<file path="src/rtl/pll_lock_reset_sequencer.sv">
// rtl/pll_lock_reset_sequencer.sv - PLL reset/lock supervisor releasing staged downstream resets
module pll_lock_reset_sequencer #(
  parameter int SYNC_STAGES        = 2,
  parameter int PLL_RST_CYCLES     = 16,
  parameter int LOCK_TIMEOUT       = 65535,
  parameter int LOCK_STABLE_CYCLES = 1024,
  parameter int STAGES             = 3,
  parameter int STAGE_GAP          = 16,
  parameter int GLITCH_FILTER      = 4
) (
  input  logic              clk,
  input  logic              rst,
  input  logic              pll_locked,
  output logic              pll_rst,
  output logic [STAGES-1:0] rst_out,
  output logic              ready,
  output logic [7:0]        lost_count,
  output logic [7:0]        retry_count
);

  localparam int M0 = (PLL_RST_CYCLES > LOCK_TIMEOUT) ? PLL_RST_CYCLES : LOCK_TIMEOUT;
  localparam int M1 = (M0 > LOCK_STABLE_CYCLES) ? M0 : LOCK_STABLE_CYCLES;
  localparam int TMR_MAX = (M1 > STAGE_GAP) ? M1 : STAGE_GAP;
  localparam int TW = $clog2(TMR_MAX + 1);
  localparam int FW = $clog2(GLITCH_FILTER + 1);

  localparam logic [TW-1:0] C_PLLRST_END = TW'(PLL_RST_CYCLES - 1);
  localparam logic [TW-1:0] C_TIMEOUT    = TW'(LOCK_TIMEOUT - 1);
  localparam logic [TW-1:0] C_STABLE     = TW'(LOCK_STABLE_CYCLES);
  localparam logic [TW-1:0] C_GAP_END    = TW'(STAGE_GAP - 1);
  localparam logic [FW-1:0] C_FILTER     = FW'(GLITCH_FILTER);
  localparam logic [STAGES-1:0] C_LAST   = STAGES'(1) << (STAGES - 1);

  typedef enum logic [2:0] {
    S_PLLRST,
    S_WAIT_LOCK,
    S_STABLE,
    S_RELEASE,
    S_RUN
  } state_t;

  state_t                 r_state;
  logic [SYNC_STAGES-1:0] r_sync;
  logic [TW-1:0]          r_timer;
  logic [FW-1:0]          r_flt;
  logic                   r_pll_rst;
  logic [STAGES-1:0]      r_rst_out;
  logic                   r_ready;
  logic [7:0]             r_lost;
  logic [7:0]             r_retry;
  logic                   w_lock_s;

  assign w_lock_s    = r_sync[SYNC_STAGES-1];
  assign pll_rst     = r_pll_rst;
  assign rst_out     = r_rst_out;
  assign ready       = r_ready;
  assign lost_count  = r_lost;
  assign retry_count = r_retry;

  always_ff @(posedge clk) begin
    if (rst) begin
      r_state   <= S_PLLRST;
      r_sync    <= '0;
      r_timer   <= '0;
      r_flt     <= '0;
      r_pll_rst <= 1'b1;
      r_rst_out <= '1;
      r_ready   <= 1'b0;
      r_lost    <= '0;
      r_retry   <= '0;
    end else begin
      r_sync <= {r_sync[SYNC_STAGES-2:0], pll_locked};
      case (r_state)
        S_PLLRST: begin
          r_pll_rst <= 1'b1;
          if (r_timer == C_PLLRST_END) begin
            r_state   <= S_WAIT_LOCK;
            r_pll_rst <= 1'b0;
            r_timer   <= '0;
          end else begin
            r_timer <= r_timer + 1'b1;
          end
        end
        S_WAIT_LOCK: begin
          if (w_lock_s) begin
            r_state <= S_STABLE;
            r_timer <= '0;
          end else if (r_timer == C_TIMEOUT) begin
            r_state   <= S_PLLRST;
            r_pll_rst <= 1'b1;
            r_timer   <= '0;
            if (r_retry != 8'hFF) r_retry <= r_retry + 8'd1;
          end else begin
            r_timer <= r_timer + 1'b1;
          end
        end
        S_STABLE: begin
          // Any unlocked sample restarts qualification from scratch.
          if (!w_lock_s) begin
            r_state <= S_WAIT_LOCK;
            r_timer <= '0;
          end else if (r_timer == C_STABLE) begin
            r_state <= S_RELEASE;
            r_timer <= '0;
            r_flt   <= '0;
          end else begin
            r_timer <= r_timer + 1'b1;
          end
        end
        S_RELEASE, S_RUN: begin
          if (r_flt == C_FILTER) begin
            r_state   <= S_WAIT_LOCK;
            r_rst_out <= '1;
            r_ready   <= 1'b0;
            r_timer   <= '0;
            r_flt     <= '0;
            if (r_lost != 8'hFF) r_lost <= r_lost + 8'd1;
          end else begin
            r_flt <= w_lock_s ? '0 : r_flt + 1'b1;
            if (r_state == S_RELEASE) begin
              // Shifting left clears exactly the lowest still-asserted bit.
              if (r_timer == C_GAP_END) begin
                r_timer   <= '0;
                r_rst_out <= r_rst_out << 1;
                if (r_rst_out == C_LAST) begin
                  r_ready <= 1'b1;
                  r_state <= S_RUN;
                end
              end else begin
                r_timer <= r_timer + 1'b1;
              end
            end
          end
        end
        default: begin
          r_state   <= S_PLLRST;
          r_pll_rst <= 1'b1;
          r_rst_out <= '1;
          r_ready   <= 1'b0;
          r_timer   <= '0;
        end
      endcase
    end
  end

endmodule

</file>
<file path="config.mk">
export PLATFORM = sky130hd
export DESIGN_NAME = pll_lock_reset_sequencer
export DESIGN_NICKNAME = d
export VERILOG_FILES = /design/src/rtl/pll_lock_reset_sequencer.sv
export SDC_FILE = /design/constraint.sdc
export NUM_CORES = 1
export LEC_CHECK = 0
export CAP_MARGIN = 10
export CORE_ASPECT_RATIO = 0.9
export CORE_MARGIN = 2
export CORE_UTILIZATION = 56
export CTS_CLUSTER_DIAMETER = 200
export DETAILED_ROUTE_END_ITERATION = 7
export PLACE_DENSITY = 0.79
export SETUP_SLACK_MARGIN = 0.4
export SLEW_MARGIN = 20
export SYNTH_ARGS = -nofsm -noshare
export SYNTH_HDL_FRONTEND = slang
export SYNTH_SLANG_ARGS = --single-unit
</file>
<file path="constraint.sdc">
create_clock -name clk -period 2.4 [get_ports clk]
set_clock_uncertainty 0.2 [all_clocks]
set_input_delay 0.36 -clock clk [delete_from_list [all_inputs] [get_ports clk]]
set_output_delay 0.36 -clock clk [all_outputs]
set_load 0.02 [all_outputs]
</file>
Word-level counts from Yosys, hierarchy flattened
Cells that the tools add are included.
- register bits after elaboration: 45
- bits in latches: 0
- RAM bits: 0
- memory bits (read-only): 0
- bits of input ports: 3
- output and inout port bits: 21
- logic and storage cells: 85
- memories kept: 0
- $add $sub $neg: 4
- multiply operators: 0
- div/mod/pow operators: 0
- $lt $le $gt $ge: 0
- equality and inequality tests: 21
- shift operators: 0
- mux-type cells: 36
- bitwise logic cells: 3
- reduce and logical (&&, ||, !) cells: 12
- operators with widths (cell ; number):
    16-bit 2-to-1 mux ; 7
    16-bit case mux with 4 select lines ; 1
    3-bit 2-to-1 mux ; 16
    16-bit by 1-bit adder with 16-bit output (second input constant) ; 1
    8-bit by 1-bit adder with 8-bit output (second input constant) ; 2
    16-bit by 11-bit == test with 1-bit output (second input constant) ; 1
    16-bit == test (second input constant) ; 1
    16-bit by 4-bit == test with 1-bit output (second input constant) ; 1
    8-bit inequality test (second input constant) ; 2
    3-bit inequality test (second input constant) ; 5
    3-bit case mux with 2 select lines ; 2
    3-bit case mux with 4 select lines ; 1
    3-bit AND reduction ; 4
    2-bit inequality test (second input constant) ; 5
    3-bit == test (second input constant) ; 3
    4-bit AND reduction ; 2
    1-bit 2-to-1 mux ; 7
    3-bit by 2-bit == test with 1-bit output (second input constant) ; 2
    6-bit AND reduction ; 1
    3-bit OR reduction ; 2
    3-bit by 1-bit adder with 3-bit output (second input constant) ; 1
    3-bit by 1-bit == test with 1-bit output (second input constant) ; 1
    3-bit logical NOT ; 1
    1-bit inverter ; 3
    4 further kinds ; 4

Depth between registers and ports, before layout
- depth after elaboration: 6
- gate-level depth with buffers: 9

Worst setup path before layout
OpenSTA, ideal clock, no wires.
- kind: register -> register
- from: register r_timer[0]
- to: register r_timer[8]
- library setup time: 0.062 ns
- arrival: 1.743 ns
- setup slack: 0.395 ns
- stages on the path, launching flop included: 9
- path through: dfxtp_1 -> ha_1 -> and4b_1 -> and4_4 -> nand2b_4 -> o211a_4 -> a21o_4 -> buf_12 -> nor2_4
- cells in the longest elaborated chain, start to end: 5
- ends and longest elaborated chain (element ; RTL line ; RTL):
    start, declared ; 44 ; logic [TW-1:0] r_timer;
    start signal, assigned ; 81 ; r_timer <= r_timer + 1'b1;
    start signal, assigned ; 94 ; r_timer <= r_timer + 1'b1;
    start signal, assigned ; 107 ; r_timer <= r_timer + 1'b1;
    16-bit by 1-bit adder with 16-bit output / 16-bit by 4-bit == test with 1-bit output (equally long branches) ; - ;
    16-bit 2-to-1 mux ; 76, 122 ;
    16-bit 2-to-1 mux ; 120 ; if (r_state == S_RELEASE) begin
    16-bit 2-to-1 mux ; 111 ; if (r_flt == C_FILTER) begin
    16-bit case mux with 4 select lines * ; 73 ; case (r_state)
Every way passes the cells marked *; elsewhere a longest branch is shown, timed or not. The select of a mux whose other input is x is not followed.
A chain may end at the register's enable or synchronous reset.

Worst setup path after layout
- from: register r_timer[10]
- to: register r_timer[2]
- cells in the longest elaborated chain, start to end: 5
- ends and longest elaborated chain (element ; RTL line):
    16-bit by 4-bit == test with 1-bit output ; 76, 122
    16-bit 2-to-1 mux ; 76, 122
    16-bit 2-to-1 mux ; 120
    16-bit 2-to-1 mux ; 111
    16-bit case mux with 4 select lines * ; 73
Marks and branches as above.

==> metrics.log <==
[metrics] fraction of final layout cells sized beyond drive strength 1: 28.9%
[metrics] largest stage delay on the critical path: 0.48 ns
[metrics] vertical die dimension: 65.3 um
[metrics] clock latency of the later-clocked register in the worst-skew pair: 0.30 ns
[metrics] met1 layer usage reported by global route: 27.8%
[metrics] Final GP Congestion: 0.839
[metrics] Worst Setup SP: r_timer[10]
[metrics] Worst VDD drop: 0.000397 V
[metrics] wire length of the first global-routing pass: 8070 um
[metrics] Post-Synthesis Net Count: 273
[metrics] clock slew at reported path FFs: 0.09 ns
[metrics] prevailing post-synth register cell: sky130_fd_sc_hd__dfxtp_1
[metrics] Critical Setup Path Class: reg2reg
[metrics] vias in the first global route: 1810
[metrics] hold buffers post-CTS: 0
[metrics] P&R area growth vs syn: 30.1%
[metrics] met2 GRT Util: 33.9%
[metrics] Synth cell types: 54
[metrics] Hold Startpoint: r_sync[0]
[metrics] type of element launching the critical path: register
[metrics] worst relative slew slack: 66.8%
[metrics] clock tree from TritonCTS: done
[metrics] core box area: 4050 um2
[metrics] Highest Clock Rate: 480 MHz
[metrics] maximum fanout along the worst path: 6
[metrics] number of buffers inserted by port buffering: 23
[metrics] number of antenna-violating nets in the routed design: 0
[metrics] number of cells on the worst hold path: 1
[metrics] fraction of the core area covered by cells at the end of the flow: 75.3%
[metrics] pre-CTS WS: 0.0971 ns
[metrics] maximum number of pins on one net before global-route repair: 31
[metrics] Sinks on Clock Net: 45
[metrics] total negative setup slack: 0 ns
[metrics] setup violators final: 0
[metrics] estimated wirelength of the detail-placed design: 3220 um
[metrics] R2R depth: 7
[metrics] overall overflow remaining after global route: 0
[metrics] Final Net Count: 317
[metrics] Final Critical Period: 2.08 ns
[metrics] Vias: 2078
[metrics] count of TritonRoute iterations in the first routing pass: 5
[metrics] Detailed Route Iter0 Violations: 108
[metrics] number of stages on the worst setup path: 7
[metrics] Die Span X: 72.2 um
[metrics] endpoint of the worst register-to-register path: r_timer[2]
[metrics] number of pins exceeding their max-slew limit in the final report: 0
[metrics] part of the cycle the worst path needs: 86.8%
[metrics] Routed Wire Length: 5370 um
[metrics] met3 Usage GRT: 5.83%
[metrics] PwrDens: 462 nW/um2
[metrics] beginning of the worst register-to-register path: r_timer[10]
[metrics] effective utilization at floorplan: 57.9%
[metrics] number of standard cells after synthesis: 263
[metrics] Least-Margin Pin Slew: 0.497 ns
[metrics] cell type group with the largest total delay on the critical path: simple AND/OR/NAND/NOR gates
[metrics] area of the die: 4710 um2
[metrics] setup repair after global routing missed its margin: yes
[metrics] CTS H-tree depth: 2
[metrics] routed vias/inst: 5.84
[metrics] WL per Instance: 15.1 um
[metrics] CP max-delay cell: sky130_fd_sc_hd__dfxtp_1
[metrics] Avg Synthesized Cell Area: 8.90 um2
[metrics] root cell of the clock tree: sky130_fd_sc_hd__clkbuf_8
[metrics] data arrival time of the worst path: 2.07 ns
[metrics] count of standard-cell rows: 22
[metrics] asr flop ratio synth: 0%
[metrics] FF+latch count, synth: 45
[metrics] count of flip-flops with a built-in enable after synthesis: 0
[metrics] initial antenna violation count: 0
[metrics] final-report hold violation count: 0
[metrics] Worst R2R Setup Slack: 0.32 ns
[metrics] GRT Max-Usage Layer: met2
[metrics] sequence of cells on the critical path: nand4_1 -> nor4_4 -> nand2b_4 -> o211a_4 -> a21o_4 -> buf_6 -> nor2_4
[metrics] setup ws final: 0.317 ns
[metrics] endpoint required time on the critical path: 2.38 ns
[metrics] Inserted Clock Buffers: 5
[metrics] last element of the critical path: r_timer[2]
[metrics] outcome: finished, final reports clean
[metrics] diode insertion count for antenna repair: 0
[metrics] number of buffers and inverters on the critical path: 1
[metrics] warning count from the yosys run: 0
[metrics] worst hold-check path type: reg2reg
[metrics] maximum capacitance violations: 0
[metrics] I/O pin total: 24
[metrics] Min Hold Slack: 0.252 ns
[metrics] Leakage: 0.00109 uW
[metrics] Longest Clk Path Bufs: 2
[metrics] DR DRC count: 0
[metrics] Global Route Usage Sum: 21.2%
[metrics] part of the Yosys area used for sequential elements: 38.5%
[metrics] kind of capture point of the worst setup path: register
[metrics] post-synthesis cell area: 2340 um2
## worst register-to-register path, stage by stage (launching register included)
cell                       delay [ns]
sky130_fd_sc_hd__dfxtp_1         0.48
sky130_fd_sc_hd__nand4_1         0.25
sky130_fd_sc_hd__nor4_4          0.29
sky130_fd_sc_hd__nand2b_4        0.22
sky130_fd_sc_hd__o211a_4         0.18
sky130_fd_sc_hd__a21o_4          0.18
sky130_fd_sc_hd__buf_6           0.15
sky130_fd_sc_hd__nor2_4          0.03
## repair_timing
item                                    4_1_cts  5_1_grt
endpoints found under the setup margin       29       32
gates resized for setup                      13       43
buffers inserted                              8        9
pin swaps                                     5       24
## cell usage after synthesis (2+ instances only)
cell                        n  area (um2)
sky130_fd_sc_hd__and2_1     2        12.5
sky130_fd_sc_hd__xor2_1    20         175
sky130_fd_sc_hd__nand2_1   20        75.1
sky130_fd_sc_hd__xnor2_1    7        61.3
sky130_fd_sc_hd__inv_1      7        26.3
sky130_fd_sc_hd__nand4_1   14        87.6
sky130_fd_sc_hd__nor2b_1    3        18.8
sky130_fd_sc_hd__a21oi_1   12        60.1
sky130_fd_sc_hd__dfxtp_1   45         901
sky130_fd_sc_hd__ha_1       7        87.6
sky130_fd_sc_hd__nor2_4    11         124
sky130_fd_sc_hd__o31ai_1    2        15.0
sky130_fd_sc_hd__nor2_1    37         139
sky130_fd_sc_hd__clkbuf_1   5        18.8
sky130_fd_sc_hd__nor3_1     2        10.0
sky130_fd_sc_hd__nand3_1   14        70.1
sky130_fd_sc_hd__o21ai_0    5        25.0
sky130_fd_sc_hd__a22oi_1    2        15.0
sky130_fd_sc_hd__nor4_1     4        25.0
sky130_fd_sc_hd__and3_1     6        37.5
sky130_fd_sc_hd__mux2i_1    5        50.1
## area by class of cell
class                           instances  area, um2
Clock buffer                            5       68.8
Clock inverter                          3       17.5
Fill cell                             280       1000
Inverter                                8       32.5
Multi-Input combinational cell        202       1530
Sequential cell                        45        920
Tap cell                               48       60.1
Timing Repair Buffer                   45        418
## kinds of logic after synthesis
| group | count (synthesis) | synth area share [%] |
|---|---|---|
| flops | 45 | 38.5 |
| buf+inv | 16 | 3.47 |
| xor+xnor | 27 | 10.1 |
| compound gates | 32 | 9.35 |
| mux | 5 | 2.14 |
| simple gates | 131 | 32.7 |
| fa+ha+maj | 7 | 3.74 |
## cells in the final DEF (no fill, tap or decap), drive strengths merged, types with 5 or more instances in the layout
cell,count
xor2,20
clkdlybuf4s50,23
buf,22
clkbuf,5
nor4,5
o21ai,6
inv,8
ha,7
nor2,48
mux2i,5
a21oi,13
xnor2,7
and3,6
nand2,21
nand4,14
nand3,14
dfxtp,45
## worst min path at each step
stage,slack (ns),end
after global placement,0.22,r_sync[1]
after floorplan,0.21,r_sync[1]
after detailed placement,0.25,r_sync[1]
after CTS,0.26,r_sync[1]
after global routing,0.28,r_sync[1]
final,0.25,r_sync[1]
## layer usage
metal | vias to the layer above | share of wire, %
met5 | - | 0
met4 | 0 | 2.3
met3 | 17 | 4.8
met2 | 74 | 49
met1 | 983 | 44
li1 | 1004 | -
## state kept, by name, indices dropped and copies added (netlist names)
| name | flops |
|---|---|
| r_timer | 16 |
| lost_count | 8 |
| retry_count | 8 |
| r_flt | 3 |
| r_state | 3 |
| rst_out | 3 |
| r_sync | 2 |
| pll_rst | 1 |
| ready | 1 |
## report_power, final
part | internal, uW | leakage [uW] | switching [uW]
Sequential | 760 | 0.000369 | 25.1
Clock | 201 | 0.0000439 | 260
Combinational | 80.4 | 0.000674 | 81.1
Total | 1040 | 0.00109 | 366
## metrics by stage
| stage | instances | power, uW | cell area [um2] |
|---|---|---|---|
| finish | 356 | 1410 | 3050 |
| global route | 356 | 1460 | 3050 |
| CTS | 347 | 1360 | 2810 |
| detailed placement | 331 | 888 | 2620 |
| global placement | 331 | 885 | 2620 |
| floorplan | 263 | 872 | 2340 |
(Power assumes the default switching activity.)
==> RTL change: new RTL, same settings <==
Set the parameter `STAGE_GAP` to 8 (it was 16).
--- a/src/rtl/pll_lock_reset_sequencer.sv
+++ b/src/rtl/pll_lock_reset_sequencer.sv
@@ -5,7 +5,7 @@
   parameter int LOCK_TIMEOUT       = 65535,
   parameter int LOCK_STABLE_CYCLES = 1024,
   parameter int STAGES             = 3,
-  parameter int STAGE_GAP          = 16,
+  parameter int STAGE_GAP          = 8,
   parameter int GLITCH_FILTER      = 4
 ) (
   input  logic              clk,
Formal check against the unedited RTL: same outputs for any inputs over 10 cycles, from zero or initial values and one cycle with rst high; that may be too few to reach the edited logic, so the function may still have changed.
==> RTL change against the original RTL <==
  * Cell count is 0.84% lower
  * Wire length is 2.8% higher
  * Die area is 1.7% higher
  * Final area is 2.3% higher
  * Critical path depth is 1 lower
  * Worst setup slack worse by 260 ps
  * Worst hold slack worse by 6.8 ps
  * First-iteration DRC count is 84% higher
  * Sequential share of layout area is 1.2 points lower
  * Area after synthesis is 1.8% higher
  * Sequential cell count stayed put
  * Largest cell class unchanged
Power is not compared: it rests on default switching activity, and its combinational part moved more than twofold at a synthesized area within 25%.
==> RTL change: results <==
metrics = {
    "critical_path": {
        "rr_worst_depth": 6,
        "r2r-start": "r_timer[5]$_SDFFE_PP0N_",
        "arrival_ps": 2340,
        "crit_path_top_delay_cell": "or4_4",
        "critPathCapture": "r_timer[11]$_SDFFE_PP0N_",
        "r2r_setup_slack_ps": 50,
        "cpPeakStageDelay_ps": 550,
        "critPathMaxFanout": 9,
    },
    "routing": {
        "via_per_inst": 5.84,
        "dr.pass1.iters": 4,
        "totalWireLength_um": 5520,
        "dr.first_iter.drc_count": 199,
    },
    "synthesis": {
        "netlist_top_cells_area": "dfxtp_1 38%, xnor2_1 6.3%, nor2_1 4.7%",
        "netlist_instances": 264,
        "yosys_warnings": 0,
        "synth-compound-area-share_pct": 11.5,
        "synth_common_cells": "45 x dfxtp_1, 30 x nor2_1, 17 x xnor2_1, 16 x nand2_1",
        "ys_types": 52,
        "synthMuxAreaShare_pct": 0.420,
        "syn-num-nets": 274,
        "yosys.area_share.adder_pct": 3.68,
        "ys_seq_area_share_pct": 37.8,
        "synth_xor_area_share_pct": 10.7,
    },
    "sta": {
        "slew_headroom_pct": 64.7,
        "period_share_pct": 97.8,
    },
    "layout": {
        "post-route-cell-area_um2": 3120,
        "layoutNonFillerInstCount": 353,
        "drive_gt1_share_pct": 25.2,
        "nets": 314,
    },
    "status": {
        "outcome": "complete, no violations",
    },
    "global_route": {
        "grt_pass1_wl_um": 8940,
        "grt_util_all_layers_pct": 23.6,
        "grt_pass1_vias": 1934,
        "grt_max_degree": 18,
    },
    "placement": {
        "place_congestion": 0.880,
        "hpwlAfterDp_um": 3710,
        "place_ws_ps": 39.0,
    },
    "clock_network": {
        "cts-root-buf": "clkbuf_8",
    },
}
[RTL change: cell count changes after synthesis, sizes merged, moves of 3 or more]
cell and delta:
xnor2 +10, nor2 -8, nand4 -7, mux2i -4
or4 +3, nand3b +3, nand2 -5, xor2 -8
nor4b +5, and3 -3
[RTL change: layout make-up]
type	count	share of cell area [%]
clock buffer	6	2.33
inverter	9	1.08
sequential	45	29.0
tap	48	1.93
multi-input combinational	199	51.3
clock inverter	2	0.321
timing repair buffer	44	14.0
[RTL change: power breakdown]
| part | switching (mW) | internal, mW |
|---|---|---|
| logic | 0.234 | 0.191 |
| registers | 0.0250 | 0.776 |
| clock network | 0.251 | 0.202 |
| total | 0.511 | 1.17 |
[RTL change: repair_timing]
action | in CTS | in global routing
setup buffers | 2 | 0
endpoints found under the setup margin | 37 | 41
gates resized for setup | 16 | 32
pin swaps | 7 | 3
[RTL change: worst min path at each step]
stage / start / to / slack, ps / cells past startpoint
after floorplan: r_sync[0]$_SDFF_PP0_ / r_sync[1]$_SDFF_PP0_ / 210 / 1
after global placement: r_sync[0]$_SDFF_PP0_ / r_sync[1]$_SDFF_PP0_ / 220 / 1
after detailed placement: r_sync[0]$_SDFF_PP0_ / r_sync[1]$_SDFF_PP0_ / 230 / 1
after CTS: r_sync[0]$_SDFF_PP0_ / r_sync[1]$_SDFF_PP0_ / 250 / 1
after global routing: r_sync[0]$_SDFF_PP0_ / r_sync[1]$_SDFF_PP0_ / 270 / 1
final: r_sync[0]$_SDFF_PP0_ / r_sync[1]$_SDFF_PP0_ / 250 / 1
[RTL change: layer usage]
metal	vias to the layer above	global-route usage, %	wire [um]
met3	10	3.81	298
met1	967	32.5	2550
met2	73	37.2	2590
li1	1013	-	-
met4	0	8.80	87
met5	-	0	0
